### src/rtl/ibex_fetch_aligner_if.sv
// rtl/ibex_fetch_aligner_if.sv - fetch-side and decoder-side handshake bundle of the fetch aligner
//
// Purpose: groups the fetch word stream, the branch redirect and the aligned
// instruction stream into one bundle.
// Ports (signals):
//   fetch_valid_i/fetch_ready_o       fetch word handshake
//   fetch_rdata_i, fetch_addr_i       fetched word and its word address
//   fetch_err_i                       bus error attached to the fetch word
//   branch_i, branch_addr_i           redirect and target (bit 1 used)
//   out_valid_o/out_ready_i           aligned instruction handshake
//   out_instr_o, out_addr_o           aligned instruction and byte address
//   out_compressed_o, out_err_o       instruction attributes
// Modports: slave = the aligner, master = the fetch unit / decoder side.
interface ibex_fetch_aligner_if;
  logic        fetch_valid_i;
  logic        fetch_ready_o;
  logic [31:0] fetch_rdata_i;
  logic [31:0] fetch_addr_i;
  logic        fetch_err_i;
  logic        branch_i;
  logic [31:0] branch_addr_i;
  logic        out_valid_o;
  logic        out_ready_i;
  logic [31:0] out_instr_o;
  logic [31:0] out_addr_o;
  logic        out_compressed_o;
  logic        out_err_o;

  modport slave (
    input  fetch_valid_i, fetch_rdata_i, fetch_addr_i, fetch_err_i,
    input  branch_i, branch_addr_i, out_ready_i,
    output fetch_ready_o, out_valid_o, out_instr_o, out_addr_o,
    output out_compressed_o, out_err_o
  );

  modport master (
    output fetch_valid_i, fetch_rdata_i, fetch_addr_i, fetch_err_i,
    output branch_i, branch_addr_i, out_ready_i,
    input  fetch_ready_o, out_valid_o, out_instr_o, out_addr_o,
    input  out_compressed_o, out_err_o
  );
endinterface

### src/rtl/ibex_fetch_aligner.sv
// rtl/ibex_fetch_aligner.sv - realigns 32-bit fetch words into 16/32-bit RISC-V instructions
//
// Purpose: turns a stream of word-aligned fetch words into a stream of
// instructions that may start on any halfword boundary. A single halfword
// of an instruction straddling two words is parked in a hold register.
// Ports:
//   clk_i  clock, rising edge
//   rst_i  synchronous active-high reset, takes priority over branch
//   bus    ibex_fetch_aligner_if.slave (fetch stream, redirect, aligned output)
// Outputs are combinational from state and fetch inputs (zero latency).
module ibex_fetch_aligner (
  input  logic                 clk_i,
  input  logic                 rst_i,
  ibex_fetch_aligner_if.slave  bus
);

  typedef enum logic {
    EMPTY = 1'b0,
    HALF  = 1'b1
  } mode_e;

  mode_e       mode_q, mode_d;
  logic [15:0] hold_data_q, hold_data_d;
  logic [31:0] hold_addr_q, hold_addr_d;
  logic        hold_err_q, hold_err_d;
  logic        skip_lo_q, skip_lo_d;

  logic        out_valid;
  logic [31:0] out_instr;
  logic [31:0] out_addr;
  logic        out_err;
  logic        fetch_ready;

  logic [31:0] word_addr;
  logic [31:0] upper_addr;
  logic [15:0] rdata_lo;
  logic [15:0] rdata_hi;
  logic        unused_bits;

  assign word_addr  = {bus.fetch_addr_i[31:2], 2'b00};
  assign upper_addr = word_addr + 32'd2;
  assign rdata_lo   = bus.fetch_rdata_i[15:0];
  assign rdata_hi   = bus.fetch_rdata_i[31:16];

  assign unused_bits = ^{bus.branch_addr_i[31:2], bus.branch_addr_i[0], bus.fetch_addr_i[1:0]};

  always_comb begin
    out_valid   = 1'b0;
    out_instr   = 32'd0;
    out_addr    = 32'd0;
    out_err     = 1'b0;
    fetch_ready = 1'b0;
    mode_d      = mode_q;
    hold_data_d = hold_data_q;
    hold_addr_d = hold_addr_q;
    hold_err_d  = hold_err_q;
    skip_lo_d   = skip_lo_q;

    if (bus.branch_i) begin
      // Redirect wins over any concurrent handshake on either side.
      mode_d      = EMPTY;
      hold_data_d = 16'd0;
      hold_addr_d = 32'd0;
      hold_err_d  = 1'b0;
      skip_lo_d   = bus.branch_addr_i[1];
    end else begin
      unique case (mode_q)
        HALF: begin
          if (hold_err_q) begin
            // A faulted halfword is emitted alone; never glue it to the next word.
            out_valid = 1'b1;
            out_instr = {16'd0, hold_data_q};
            out_addr  = hold_addr_q;
            out_err   = 1'b1;
            if (bus.out_ready_i) mode_d = EMPTY;
          end else if (hold_data_q[1:0] != 2'b11) begin
            out_valid = 1'b1;
            out_instr = {16'd0, hold_data_q};
            out_addr  = hold_addr_q;
            if (bus.out_ready_i) mode_d = EMPTY;
          end else begin
            // Straddling 32-bit instruction: held low half plus low half of the word.
            out_valid   = bus.fetch_valid_i;
            out_instr   = bus.fetch_valid_i ? {rdata_lo, hold_data_q} : 32'd0;
            out_addr    = bus.fetch_valid_i ? hold_addr_q : 32'd0;
            out_err     = bus.fetch_valid_i & bus.fetch_err_i;
            fetch_ready = bus.fetch_valid_i & bus.out_ready_i;
            if (fetch_ready) begin
              hold_data_d = rdata_hi;
              hold_addr_d = upper_addr;
              hold_err_d  = bus.fetch_err_i;
            end
          end
        end
        default: begin
          if (bus.fetch_valid_i) begin
            if (skip_lo_q) begin
              if (rdata_hi[1:0] != 2'b11) begin
                out_valid   = 1'b1;
                out_instr   = {16'd0, rdata_hi};
                out_addr    = upper_addr;
                out_err     = bus.fetch_err_i;
                fetch_ready = bus.out_ready_i;
                if (bus.out_ready_i) skip_lo_d = 1'b0;
              end else begin
                // Branch target is the low half of a 32-bit instruction: park it.
                fetch_ready = 1'b1;
                hold_data_d = rdata_hi;
                hold_addr_d = upper_addr;
                hold_err_d  = bus.fetch_err_i;
                skip_lo_d   = 1'b0;
                mode_d      = HALF;
              end
            end else if (bus.fetch_err_i) begin
              // Faulted word is handed on whole; its upper half is dropped.
              out_valid   = 1'b1;
              out_instr   = bus.fetch_rdata_i;
              out_addr    = word_addr;
              out_err     = 1'b1;
              fetch_ready = bus.out_ready_i;
            end else if (rdata_lo[1:0] != 2'b11) begin
              out_valid   = 1'b1;
              out_instr   = {16'd0, rdata_lo};
              out_addr    = word_addr;
              fetch_ready = bus.out_ready_i;
              if (bus.out_ready_i) begin
                hold_data_d = rdata_hi;
                hold_addr_d = upper_addr;
                hold_err_d  = 1'b0;
                mode_d      = HALF;
              end
            end else begin
              out_valid   = 1'b1;
              out_instr   = bus.fetch_rdata_i;
              out_addr    = word_addr;
              fetch_ready = bus.out_ready_i;
            end
          end
        end
      endcase
    end
  end

  always_ff @(posedge clk_i) begin
    if (rst_i) begin
      mode_q      <= EMPTY;
      hold_data_q <= 16'd0;
      hold_addr_q <= 32'd0;
      hold_err_q  <= 1'b0;
      skip_lo_q   <= 1'b0;
    end else begin
      mode_q      <= mode_d;
      hold_data_q <= hold_data_d;
      hold_addr_q <= hold_addr_d;
      hold_err_q  <= hold_err_d;
      skip_lo_q   <= skip_lo_d;
    end
  end

  assign bus.out_valid_o      = out_valid;
  assign bus.out_instr_o      = out_instr;
  assign bus.out_addr_o       = out_addr;
  assign bus.out_err_o        = out_err;
  assign bus.out_compressed_o = out_valid & (out_instr[1:0] != 2'b11);
  assign bus.fetch_ready_o    = fetch_ready;

endmodule

### src/flat_wrapper.sv
// flat-port wrapper written by rule: the top's interface ports become plain ports
module ibex_fetch_aligner_flat 
  (clk_i, rst_i, bus_fetch_valid_i, bus_fetch_rdata_i, bus_fetch_addr_i, bus_fetch_err_i, bus_branch_i, bus_branch_addr_i, bus_out_ready_i, bus_fetch_ready_o, bus_out_valid_o, bus_out_instr_o, bus_out_addr_o, bus_out_compressed_o, bus_out_err_o);
  ibex_fetch_aligner_if bus_i ();
  input  logic clk_i;
  input  logic rst_i;
  input wire logic [$bits(bus_i.fetch_valid_i)-1:0] bus_fetch_valid_i;
  input wire logic [$bits(bus_i.fetch_rdata_i)-1:0] bus_fetch_rdata_i;
  input wire logic [$bits(bus_i.fetch_addr_i)-1:0] bus_fetch_addr_i;
  input wire logic [$bits(bus_i.fetch_err_i)-1:0] bus_fetch_err_i;
  input wire logic [$bits(bus_i.branch_i)-1:0] bus_branch_i;
  input wire logic [$bits(bus_i.branch_addr_i)-1:0] bus_branch_addr_i;
  input wire logic [$bits(bus_i.out_ready_i)-1:0] bus_out_ready_i;
  output wire logic [$bits(bus_i.fetch_ready_o)-1:0] bus_fetch_ready_o;
  output wire logic [$bits(bus_i.out_valid_o)-1:0] bus_out_valid_o;
  output wire logic [$bits(bus_i.out_instr_o)-1:0] bus_out_instr_o;
  output wire logic [$bits(bus_i.out_addr_o)-1:0] bus_out_addr_o;
  output wire logic [$bits(bus_i.out_compressed_o)-1:0] bus_out_compressed_o;
  output wire logic [$bits(bus_i.out_err_o)-1:0] bus_out_err_o;
  assign bus_i.fetch_valid_i = bus_fetch_valid_i;
  assign bus_i.fetch_rdata_i = bus_fetch_rdata_i;
  assign bus_i.fetch_addr_i = bus_fetch_addr_i;
  assign bus_i.fetch_err_i = bus_fetch_err_i;
  assign bus_i.branch_i = bus_branch_i;
  assign bus_i.branch_addr_i = bus_branch_addr_i;
  assign bus_i.out_ready_i = bus_out_ready_i;
  assign bus_fetch_ready_o = bus_i.fetch_ready_o;
  assign bus_out_valid_o = bus_i.out_valid_o;
  assign bus_out_instr_o = bus_i.out_instr_o;
  assign bus_out_addr_o = bus_i.out_addr_o;
  assign bus_out_compressed_o = bus_i.out_compressed_o;
  assign bus_out_err_o = bus_i.out_err_o;
  ibex_fetch_aligner u_core (.clk_i(clk_i), .rst_i(rst_i), .bus(bus_i));
endmodule
### config.mk
export PLATFORM = sky130hd
export DESIGN_NAME = ibex_fetch_aligner_flat
export DESIGN_NICKNAME = d
export VERILOG_FILES = /design/src/rtl/ibex_fetch_aligner_if.sv /design/src/rtl/ibex_fetch_aligner.sv /design/src/flat_wrapper.sv
export SDC_FILE = /design/constraint.sdc
export NUM_CORES = 1
export LEC_CHECK = 0
export ABC_AREA = 1
export BUFFER_PORTS_ARGS = -buffer_cell sky130_fd_sc_hd__buf_2
export CAP_MARGIN = 20
export CORE_ASPECT_RATIO = 0.5
export CORE_MARGIN = 1.5
export CORE_UTILIZATION = 45
export DETAILED_ROUTE_END_ITERATION = 8
export PLACE_DENSITY = 0.77
export SETUP_SLACK_MARGIN = 0.1
export SLEW_MARGIN = 10
export SYNTH_ARGS = -nofsm -noshare
export SYNTH_HDL_FRONTEND = slang
export SYNTH_SLANG_ARGS = --single-unit
### constraint.sdc
create_clock -name clk_i -period 2.48 [get_ports clk_i]
set_input_delay 0.124 -clock clk_i [delete_from_list [all_inputs] [get_ports clk_i]]
set_output_delay 0.124 -clock clk_i [all_outputs]
set_load 0.02 [all_outputs]
==> impl.org <==
** Status
- The flow ran to the end, and the final reports show no timing, DRC or antenna violations.

** Worst setup path
- The number of cells on the worst reg-to-reg path is 8.
- Capture point of the worst reg-to-reg path :: u_core.hold_addr_q[23]
- The critical path starts at u_core.mode_q.
- Data arrival at the endpoint of the critical path :: 2.05 ns
- The critical path ends at bus_out_addr_o[21].
- Of all nets on the critical path, the largest fanout is 15.
- For flop-to-flop paths, the worst setup slack is 0.62 ns.
- In this run the critical register-to-register path is launched from u_core.mode_q.
- Setup crit end kind :: output pin
- Critical path class :: flop to output pin
- CP required :: 2.36 ns
- The worst setup path is launched from a flop.

** Final layout
- Area added between synthesis and finish :: 21.2%
- The multi-input combinational cells in the finished layout cover a total of 2180 µm².
- Once layout is done, the placed cells without fillers occupy 4510 µm².
- 0 antenna diodes ended up in the layout.
- Across the whole layout, storage elements account for about 1000 µm².
- Filler Cell Count :: between 800 and 900
- The net count of the finished layout is 843.
- Number of standard cells in the final layout excluding fillers :: 852
- Fraction of layout instances using a drive strength above 1 :: 0.264

** Route
- The first detailed-routing pass took 4 iterations.
- DRC Markers :: 0
- The routed layout has 4,189 vias.
- Antenna viol nets, final :: 0
- DR WL/cell :: 11.6 µm
- Iter 0 DRT Violations :: 244
- Number of vias per cell :: 4.92
- After detailed routing, the total wire length is 9.91 mm.

** Die
- The die is 132 µm wide.
- The initial utilization of the core area, before any placement, comes to 0.465.
- I/O pins :: 170
- Placeable core region :: 8000 µm²
- Number of cell rows :: 23
- The floorplan step set the die height to slightly below 70 µm.
- The die covers 8860 µm².

** Global route
- Antenna violations before repair :: 0
- Via count of the first global-routing pass :: 3,523
- The first global-routing pass estimated ~16 mm of wire.
- Total overflow reported by the global router :: 0
- GRT Total Usage :: 0.216
- Largest net degree at the start of global routing :: 76

** Hold path
- The tightest min-delay check is of the input port to flop type.

** Clock tree
- Count of buffers added by post-CTS timing repair for setup :: 0
- H-tree lvl count :: 2
- Clock tree from TritonCTS :: yes
- Number of sinks handled by clock tree synthesis :: 50
- TritonCTS created 5 clock buffers.
- Number of buffers added to fix hold violations after cts :: 0
- The cell sitting at the root of the clock tree is a clkbuf_16.
- Largest buffer count on any clock path :: 2
- Clock input transition at the sequential cells of the worst setup and hold paths :: ~0.060 ns
- CTS-repair resized insts :: 0
- The later pin in the worst-skew pair is clocked with a latency of 0.29 ns.

** Power and ir drop
- In this run the power density over the cells is 467 nW/µm².
- Peak supply drop :: 275 µV
- For this design the static power due to leakage is 2.31 nW.

** Synth
- Of the post-synthesis cell area, the part taken by muxes is 0.
- The compound-cell area share of the yosys netlist is 0.170.
- Synthesis produced a netlist whose cell count is around 630.
- The Yosys step of the flow raised 0 warnings.
- The synthesized design contains 50 register bits.
- Of the total synthesized cell area, the portion taken by XOR and XNOR cells is 0.
- Post-synthesis share of cell area spent on and, or, nand and nor gates :: 0.413
- Mean area per synthesized cell :: 5.88 µm²
- Of the total synthesized cell area, the portion taken by full adders, half adders and majority gates is 0.
- Share of the yosys chip area belonging to registers :: 0.269
- Main combinational cell family by area after synthesis :: simple AND/OR/NAND/NOR gates
- Net Count, Synth :: between 700 and 800
- In this run, distinct cell masters in the synthesized netlist total 27.
- The cell area that synthesis handed to floorplanning was around 3700 µm².

** STA
- Final Cycle Share :: 0.875
- The number of failing hold endpoints at the final stage was 0.
- Setup repair after global routing left no endpoint under its margin.
- Worst Clk Skew :: 0.00433 ns
- The max-slew violation count came to 0.
- Transition time at the pin with the least slew margin :: a little under 0.7 ns
- Setup violations remaining at the end of the flow were counted as 0.
- Summed over all failing endpoints, the final setup total negative slack is 0 ns.
- Shortest period the worst path allows :: around 2.2 ns
- Headroom to the max-slew limit came out at 0.547.
- Maximum clock frequency :: 461 MHz

** Placement
- Dpl cells :: 846
- Count of buffers from port buffering :: ~140
- In this run the cell area measured after placement is 4370 µm².
- Dpl hpwl :: 6.83 mm
- Gp weighted congestion :: 0.826

** Job
- The tool flagged a number of max-cap violations equal to 0.
[layout make-up]
cell class | count | share of cell area
clock buffer | 6 | 0.0308
inverter | 62 | 0.0527
multi-input combinational | 473 | 0.484
sequential | 50 | 0.222
tap | 112 | 0.0311
timing repair buffer | 149 | 0.179
[cells by family (layout without fill, tap and decap cells)]
group	after synthesis	after routing
AO/OA/AOI/OAI	123	123
buffers and inverters	110	217
AND/OR/NAND/NOR	349	349
flip-flops	50	50
other	1	1
[cell usage after synthesis]
library cell	number	share of area
o21ai_2	2	0.0047
nor2_1	93	0.094
o21bai_1	1	0.0020
conb_1	1	0.0010
nand4_1	1	0.0017
nand2_2	5	0.0084
dfxtp_1	50	0.27
nand2_1	173	0.17
a21oi_2	1	0.0024
inv_1	58	0.059
a21oi_1	82	0.11
clkbuf_1	13	0.013
nor2_4	2	0.0061
buf_6	11	0.033
nor2_2	3	0.0050
buf_2	14	0.019
or2_2	2	0.0034
buf_4	8	0.016
inv_2	3	0.0030
o22ai_1	1	0.0017
a31oi_1	2	0.0034
o21ai_0	34	0.046
nand3_2	19	0.051
nand3_1	38	0.051
nor3_1	13	0.017
inv_6	1	0.0024
buf_1	2	0.0020
[layout by cell type, fill, tap and decap left out]
master,Yosys,layout
nor2_4,2,4
clkbuf_8,0,1
nand2_1,173,173
inv_2,3,3
nand3_1,38,38
o21bai_1,1,1
or2_2,2,2
nor2_2,3,2
inv_1,58,58
a21oi_1,82,82
nand4_1,1,1
a31oi_1,2,2
a21oi_2,1,1
o21ai_0,34,34
inv_6,1,1
conb_1,1,1
o22ai_1,1,1
dfxtp_1,50,49
buf_2,14,135
clkbuf_16,0,5
dfxtp_2,0,1
nand3_2,19,19
buf_4,8,12
o21ai_2,2,2
nor2_1,93,92
nor3_1,13,13
nand2_2,5,5
buf_12,0,2
[flip-flops by register name (all words and copies together), names as in the netlist]
| name | flops |
|---|---|
| u_core.hold_data_q | 16 |
| u_core.mode_q | 1 |
| u_core.hold_err_q | 1 |
| u_core.skip_lo_q | 1 |
| u_core.hold_addr_q | 31 |
[worst max-delay path: stages, from the launching register on]
cell and delay, ns:
dfxtp_2 0.54, inv_2 0.13, nand2_1 0.09, nand2_1 0.30
buf_4 0.31, nor3_1 0.18, buf_2 0.20
[through the flow]
step	worst slack (ns)	total power (W)	utilization	hold slack, ns
finish	0.309	0.00211	0.564	0.0398
CTS	0.316	0.00213	0.564	0.0397
global placement	0.654	0.00145	0.546	0.329
floorplan	0.941	0.00130	-	0.234
global route	0.155	0.00222	0.564	0.0571
detailed placement	0.640	0.00146	0.546	0.336
[how the worst min path moves through the flow]
stage | slack [ns] | from | end | cells after the start
finish | 0.04 | bus_branch_addr_i[1] | u_core.skip_lo_q | 3
global route | 0.06 | bus_branch_addr_i[1] | u_core.skip_lo_q | 3
CTS | 0.04 | bus_branch_addr_i[1] | u_core.skip_lo_q | 3
detailed placement | 0.34 | bus_branch_addr_i[1] | u_core.skip_lo_q | 3
global placement | 0.33 | bus_branch_addr_i[1] | u_core.skip_lo_q | 3
floorplan | 0.23 | bus_branch_addr_i[1] | u_core.skip_lo_q | 2
[layer usage]
metal  vias up  share of wire  GRT usage
met2        94           0.47      0.388
met3         9          0.057     0.0383
met4         0         0.0090     0.0611
li1       2213              -          -
met5         -              0          0
met1      1873           0.46      0.274
[report_power, final]
group	total [W]	internal (W)	switching, W
Combinational	0.000590	0.000205	0.000386
Sequential	0.000848	0.000830	0.0000184
Clock	0.000669	0.000390	0.000278
No activity file was read; power rests on OpenSTA's default activity.
